File: src/rtl/rst_sequencer_pkg.sv
// Shared types and default timing constants for the reset sequencer.
package rst_seq_pkg;

  localparam int STATE_W = 3;

  localparam int DEF_MIN_WIDTH = 2;
  localparam int DEF_GAP       = 4;
  localparam int DEF_RECOVERY  = 3;

  typedef enum logic [STATE_W-1:0] {
    IDLE    = 3'd0,
    ASSERT  = 3'd1,
    STAGGER = 3'd2,
    RECOVER = 3'd3,
    DONE    = 3'd4
  } state_e;

endpackage

File: src/rtl/rst_sequencer_if.sv
// Request handshake and reset/status outputs of the reset sequencer.
interface rst_sequencer_if #(
  parameter int NUM_OUT = 4,
  parameter int CNT_W   = 8
) ();

  logic               req_valid;
  logic               req_ready;
  logic [CNT_W-1:0]   req_width;
  logic [NUM_OUT-1:0] req_mask;
  logic [NUM_OUT-1:0] rst_out;
  logic               busy;
  logic               done;

  modport master (
    output req_valid, req_width, req_mask,
    input  req_ready, rst_out, busy, done
  );

  modport slave (
    input  req_valid, req_width, req_mask,
    output req_ready, rst_out, busy, done
  );

endinterface

File: src/rtl/rst_sequencer_cnt.sv
// Loadable saturating down-counter shared by the assert, stagger and recovery phases.
module rst_seq_cnt #(
  parameter int               CNT_W     = 8,
  parameter logic [CNT_W-1:0] RESET_VAL = '0
) (
  input  logic             clk,
  input  logic             syn_reset,
  input  logic             load,
  input  logic [CNT_W-1:0] load_val,
  output logic             zero
);

  logic [CNT_W-1:0] cnt_q, cnt_d;

  always_comb begin
    cnt_d = cnt_q;
    if (load) begin
      cnt_d = load_val;
    end else if (cnt_q != '0) begin
      cnt_d = cnt_q - CNT_W'(1);
    end
  end

  always_ff @(posedge clk) begin
    if (syn_reset) begin
      cnt_q <= RESET_VAL;
    end else begin
      cnt_q <= cnt_d;
    end
  end

  assign zero = (cnt_q == '0);

endmodule

File: src/rtl/rst_sequencer.sv
// Reset sequencer: asserts a masked group of resets together, then releases
// them one by one in ascending index order, and pulses done when finished.
module rst_sequencer
  import rst_seq_pkg::*;
#(
  parameter int NUM_OUT   = 4,
  parameter int CNT_W     = 8,
  parameter int MIN_WIDTH = DEF_MIN_WIDTH,
  parameter int GAP       = DEF_GAP,
  parameter int RECOVERY  = DEF_RECOVERY
) (
  input  logic            clk,
  input  logic            syn_reset,
  rst_sequencer_if.slave  bus
);

  localparam int               IDX_W    = (NUM_OUT > 1) ? $clog2(NUM_OUT) : 1;
  localparam logic [CNT_W-1:0] MIN_W_C  = CNT_W'(MIN_WIDTH);
  localparam logic [CNT_W-1:0] MIN_LD   = CNT_W'(MIN_WIDTH - 1);
  localparam logic [CNT_W-1:0] GAP_LD   = CNT_W'(GAP - 1);
  localparam logic [CNT_W-1:0] REC_LD   = CNT_W'(RECOVERY - 1);

  state_e             state_q, state_d;
  logic [NUM_OUT-1:0] rst_out_q, rst_out_d;
  logic               ready_q, ready_d;
  logic               done_q, done_d;

  logic [IDX_W-1:0]   next_idx;
  logic [NUM_OUT-1:0] released;
  logic [CNT_W-1:0]   req_w_clamped;
  logic               cnt_load;
  logic [CNT_W-1:0]   cnt_load_val;
  logic               cnt_zero;

  // rst_out_q doubles as the set of bits still waiting to be released.
  always_comb begin
    next_idx = '0;
    for (int i = NUM_OUT - 1; i >= 0; i--) begin
      if (rst_out_q[i]) next_idx = IDX_W'(i);
    end
    released           = rst_out_q;
    released[next_idx] = 1'b0;
  end

  assign req_w_clamped = (bus.req_width < MIN_W_C) ? MIN_W_C : bus.req_width;

  always_comb begin
    state_d      = state_q;
    rst_out_d    = rst_out_q;
    cnt_load     = 1'b0;
    cnt_load_val = '0;
    unique case (state_q)
      IDLE: begin
        if (bus.req_valid && ready_q) begin
          rst_out_d    = bus.req_mask;
          cnt_load     = 1'b1;
          cnt_load_val = req_w_clamped - CNT_W'(1);
          state_d      = (bus.req_mask == '0) ? STAGGER : ASSERT;
        end
      end
      ASSERT, STAGGER: begin
        if (rst_out_q == '0) begin
          state_d = DONE;
        end else if (cnt_zero) begin
          rst_out_d    = released;
          cnt_load     = 1'b1;
          cnt_load_val = (released == '0) ? REC_LD : GAP_LD;
          state_d      = (released == '0) ? RECOVER : STAGGER;
        end
      end
      RECOVER: begin
        if (cnt_zero) state_d = DONE;
      end
      DONE: begin
        state_d = IDLE;
      end
      default: begin
        state_d = IDLE;
      end
    endcase
    ready_d = (state_d == IDLE);
    done_d  = (state_d == DONE);
  end

  // A block reset restarts a full power-on sequence on every output.
  always_ff @(posedge clk) begin
    if (syn_reset) begin
      state_q   <= ASSERT;
      rst_out_q <= '1;
      ready_q   <= 1'b0;
      done_q    <= 1'b0;
    end else begin
      state_q   <= state_d;
      rst_out_q <= rst_out_d;
      ready_q   <= ready_d;
      done_q    <= done_d;
    end
  end

  rst_seq_cnt #(
    .CNT_W     (CNT_W),
    .RESET_VAL (MIN_LD)
  ) u_cnt (
    .clk       (clk),
    .syn_reset (syn_reset),
    .load      (cnt_load),
    .load_val  (cnt_load_val),
    .zero      (cnt_zero)
  );

  assign bus.req_ready = ready_q;
  assign bus.busy      = ~ready_q;
  assign bus.rst_out   = rst_out_q;
  assign bus.done      = done_q;

endmodule

File: src/flat_wrapper.sv
// flat-port wrapper written by rule: the top's interface ports become plain ports
module rst_sequencer_flat import rst_seq_pkg::*;
#(
  parameter int NUM_OUT   = 4,
  parameter int CNT_W     = 8,
  parameter int MIN_WIDTH = DEF_MIN_WIDTH,
  parameter int GAP       = DEF_GAP,
  parameter int RECOVERY  = DEF_RECOVERY
)
  (clk, syn_reset, bus_req_valid, bus_req_width, bus_req_mask, bus_req_ready, bus_rst_out, bus_busy, bus_done);
  rst_sequencer_if #(.NUM_OUT(NUM_OUT), .CNT_W(CNT_W)) bus_i ();
  input  logic clk;
  input  logic syn_reset;
  input wire logic [$bits(bus_i.req_valid)-1:0] bus_req_valid;
  input wire logic [$bits(bus_i.req_width)-1:0] bus_req_width;
  input wire logic [$bits(bus_i.req_mask)-1:0] bus_req_mask;
  output wire logic [$bits(bus_i.req_ready)-1:0] bus_req_ready;
  output wire logic [$bits(bus_i.rst_out)-1:0] bus_rst_out;
  output wire logic [$bits(bus_i.busy)-1:0] bus_busy;
  output wire logic [$bits(bus_i.done)-1:0] bus_done;
  assign bus_i.req_valid = bus_req_valid;
  assign bus_i.req_width = bus_req_width;
  assign bus_i.req_mask = bus_req_mask;
  assign bus_req_ready = bus_i.req_ready;
  assign bus_rst_out = bus_i.rst_out;
  assign bus_busy = bus_i.busy;
  assign bus_done = bus_i.done;
  rst_sequencer #(.NUM_OUT(NUM_OUT), .CNT_W(CNT_W), .MIN_WIDTH(MIN_WIDTH), .GAP(GAP), .RECOVERY(RECOVERY)) u_core (.clk(clk), .syn_reset(syn_reset), .bus(bus_i));
endmodule
File: config.mk
export PLATFORM = sky130hd
export DESIGN_NAME = rst_sequencer_flat
export DESIGN_NICKNAME = d
export VERILOG_FILES = /design/src/rtl/rst_sequencer_pkg.sv /design/src/rtl/rst_sequencer_if.sv /design/src/rtl/rst_sequencer_cnt.sv /design/src/rtl/rst_sequencer.sv /design/src/flat_wrapper.sv
export SDC_FILE = /design/constraint.sdc
export NUM_CORES = 1
export LEC_CHECK = 0
export CORE_AREA = 2 2 49 51
export DETAILED_ROUTE_END_ITERATION = 7
export DIE_AREA = 0 0 51 53
export PLACE_DENSITY = 0.84
export SLEW_MARGIN = 25
export SYNTH_ARGS = -nofsm -noshare
export SYNTH_HDL_FRONTEND = slang
export SYNTH_SLANG_ARGS = --single-unit
export TNS_END_PERCENT = 100
File: constraint.sdc
create_clock -name clk -period 3.3 [get_ports clk]
set_input_delay 0.495 -clock clk [delete_from_list [all_inputs] [get_ports clk]]
set_output_delay 0.495 -clock clk [all_outputs]
set_load 0.05 [all_outputs]
==> reports/metrics.cfg <==
[timing]
slew_violations = 0
rsz0062_at_grt = false
fin_setup_tns_ns = 0
tightest_slew_ns = 0.6661
period_share = 0.8274
max_slew_margin = 0.5523
skew_ns = 0.01014
period_needed_ns = 2.730
setup_ws_ns = 0.5696
fmaxAchievable_ghz = 0.3662
finalHoldViolations = 0
finalSetupViolations = 0

[setup_path]
slowest_stage = or4_1
critical-path-top-delay-family = simple AND/OR/NAND/NOR gates
crit_arrival_ns = 2.91
cp.buffers_inverters = 2
critPathMaxFanout = 4
criticalPathCategory = input pin to flop
required_ns = 3.48
critPathMaxStageDelay_ns = 0.59
path_cells = clkdlybuf4s50_1, or4_1, o41ai_1, ha_1, inv_2, or3_1, xnor2_1, a22oi_1, nor2_1
ff2ff_path_depth = 7
cp.depth = 9
cp-start-kind = input pin
setup.worst_path.end_class = flop

[synthesis]
synth_nets = 138
syn-instance-count = 121
syn_area_sq_mm = 0.001006
synth_cell_types = 36
ys_seq_area_frac = 0.3383
ys_warn_count = 0
ys_ff_latch = 17
synth_area_per_cell_sq_um = 8.314

[grt]
gr-total-overflow = 0
grt_max_degree = 15
grt_pass1_wl_microns = 4043
grtUsageMet1 = 0.2344
grt_use_met3 = 0.02542
use_met2 = 0.3636
antenna_found_initial = 0
grt.total_usage = 0.2029
busiest_layer = met2
grt_pass1_vias = 978

[clocking]
cts_tree = built
insertion_delay_ns = 0.30
clk_path_buf_depth = 2
postCtsSetupRepairBufs = 0
clock-sinks = 17
cts_hold_repair.buffers = 0
root_buffer = clkbuf_4
cts_buffers = 3
ctsResizeCount = 0
h-tree-depth = 1
clkTransAtPathRegs_ns = 0.11

[floorplan]
die_w_microns = 51
fp.coreArea_sq_mm = 0.002148
fp.dieH_microns = 53
rows = 17
ios = 22
start_util = 0.4683
dieArea_sq_mm = 0.002703

[final_layout]
area_growth_pct = 26.62
drive_gt1_frac = 0.08392
final_area_sq_mm = 0.001274
final_nets = 161
final_common_cell = clkdlybuf4s50_1
diodes = 0
layout_common_cells = 21 x clkdlybuf4s50_1, 17 x dfxtp_1, 11 x a21oi_1

[route]
via_count = 987
drt_iter0_drc = 24
vias_per_cell = 5.772
drtAntennaViolNets = 0
post_drt_wl_per_cell_microns = 13.75
drc_errors = 0
wl_microns = 2352
firstDrtPassIters = 4

[power_and_ir_drop]
vdd_drop_max_mv = 0.4914
p_per_area_mw_per_mm2 = 810.4
p_leak_nw = 0.4641

[status]
status = finished, final reports clean

[run]
maxCapViolCount = 0

[placed_design]
dp_slack_ns = 0.2288
gp_congestion = 0.8511
place_area_sq_mm = 0.001246
port_buffers = 21
dp_hpwl_microns = 1822

[worst_hold_path]
whs_path_depth = 2
min_path_type = flop to flop

report_power, final:
group | total, mW | switching, mW | internal (mW) | leakage (nW)
Sequential | 0.357 | 0.0860 | 0.271 | 0.139
Clock | 0.117 | 0.0718 | 0.0452 | 0.0177
Combinational | 0.559 | 0.322 | 0.237 | 0.307
Total | 1.03 | 0.480 | 0.553 | 0.464
tightest hold or removal path, cell delays in order (launching register included):
cell	delay [ns]
dfxtp_1	0.34
inv_1	0.08
a31oi_1	0.07
synthesized netlist by cell type, drive strengths merged:
cell type | instances | area share
nor4 | 8 | 0.065
and2 | 2 | 0.012
a22oi | 2 | 0.015
a21o | 1 | 0.0075
o31ai | 1 | 0.0075
o311ai | 1 | 0.0087
xnor2 | 3 | 0.026
inv | 5 | 0.019
o31a | 1 | 0.0087
or4 | 2 | 0.015
nand2 | 9 | 0.034
a211oi | 4 | 0.030
nor2b | 1 | 0.0062
a21oi | 13 | 0.072
a221o | 3 | 0.030
a2111o | 1 | 0.011
a31oi | 1 | 0.0062
dfxtp | 17 | 0.34
o21a | 2 | 0.015
nor2 | 10 | 0.037
and4bb | 1 | 0.012
buf | 1 | 0.0075
o21ai | 5 | 0.025
nor3 | 10 | 0.055
nor3b | 2 | 0.020
a32o | 1 | 0.010
or3 | 3 | 0.019
ha | 2 | 0.025
o41ai | 1 | 0.0087
xor2 | 5 | 0.044
clkbuf | 3 | 0.011
final cells by class:
cell class / count / area [sq um]
clock buffer: 3 / 22.52
clock inverter: 1 / 5.005
sequential: 17 / 340.3
multi-input combinational: 95 / 634.4
tap: 28 / 35.03
fill: 185 / 874.6
inverter: 5 / 18.77
timing repair buffer: 22 / 217.7
sequential cells by signal, indices dropped and copies added, names as in the netlist:
signal                flops
u_core.state_q            3
u_core.u_cnt.cnt_q        8
u_core.bus.done           1
u_core.bus.rst_out        4
u_core.bus.req_ready      1
kinds of logic (layout without fill, tap and decap cells):
| logic type | count (synthesis) | in the layout | share of synthesized area |
|---|---|---|---|
| and+or+nand+nor | 48 | 48 | 0.2749 |
| adders and majority gates | 2 | 2 | 0.02487 |
| xor gates and xnor gates | 8 | 8 | 0.06965 |
| buffers and inverters | 9 | 31 | 0.03731 |
| DFF | 17 | 17 | 0.3383 |
| AOI/OAI and AO/OA | 37 | 37 | 0.2550 |
stage by stage:
step / hold WS, ns / total power, mW / util / std cells
floorplan: 0.4607 / 0.7729 / - / 121
global placement: 0.4801 / 0.8958 / 0.5801 / 167
detailed placement: 0.4978 / 0.9138 / 0.5801 / 167
CTS: 0.5135 / 1.032 / 0.5929 / 171
global route: 0.5416 / 1.112 / 0.5929 / 171
finish: 0.5166 / 1.032 / 0.5929 / 171
final timing paths:
path                                             from                     to  slack [ns]
worst max-delay path                 bus_req_width[5]  u_core.u_cnt.cnt_q[4]        0.57
worst min-delay path            u_core.u_cnt.cnt_q[1]  u_core.u_cnt.cnt_q[1]        0.52
worst max register to register  u_core.u_cnt.cnt_q[0]   u_core.bus.req_ready        1.07
worst min register to register  u_core.u_cnt.cnt_q[1]  u_core.u_cnt.cnt_q[1]        0.52
layer usage:
layer / vias up / routed length [microns]
met1: 465 / 1071
li1: 508 / -
met3: 5 / 37
met5: - / 0
met2: 9 / 1198
met4: 0 / 44
(Power assumes the default switching activity.)
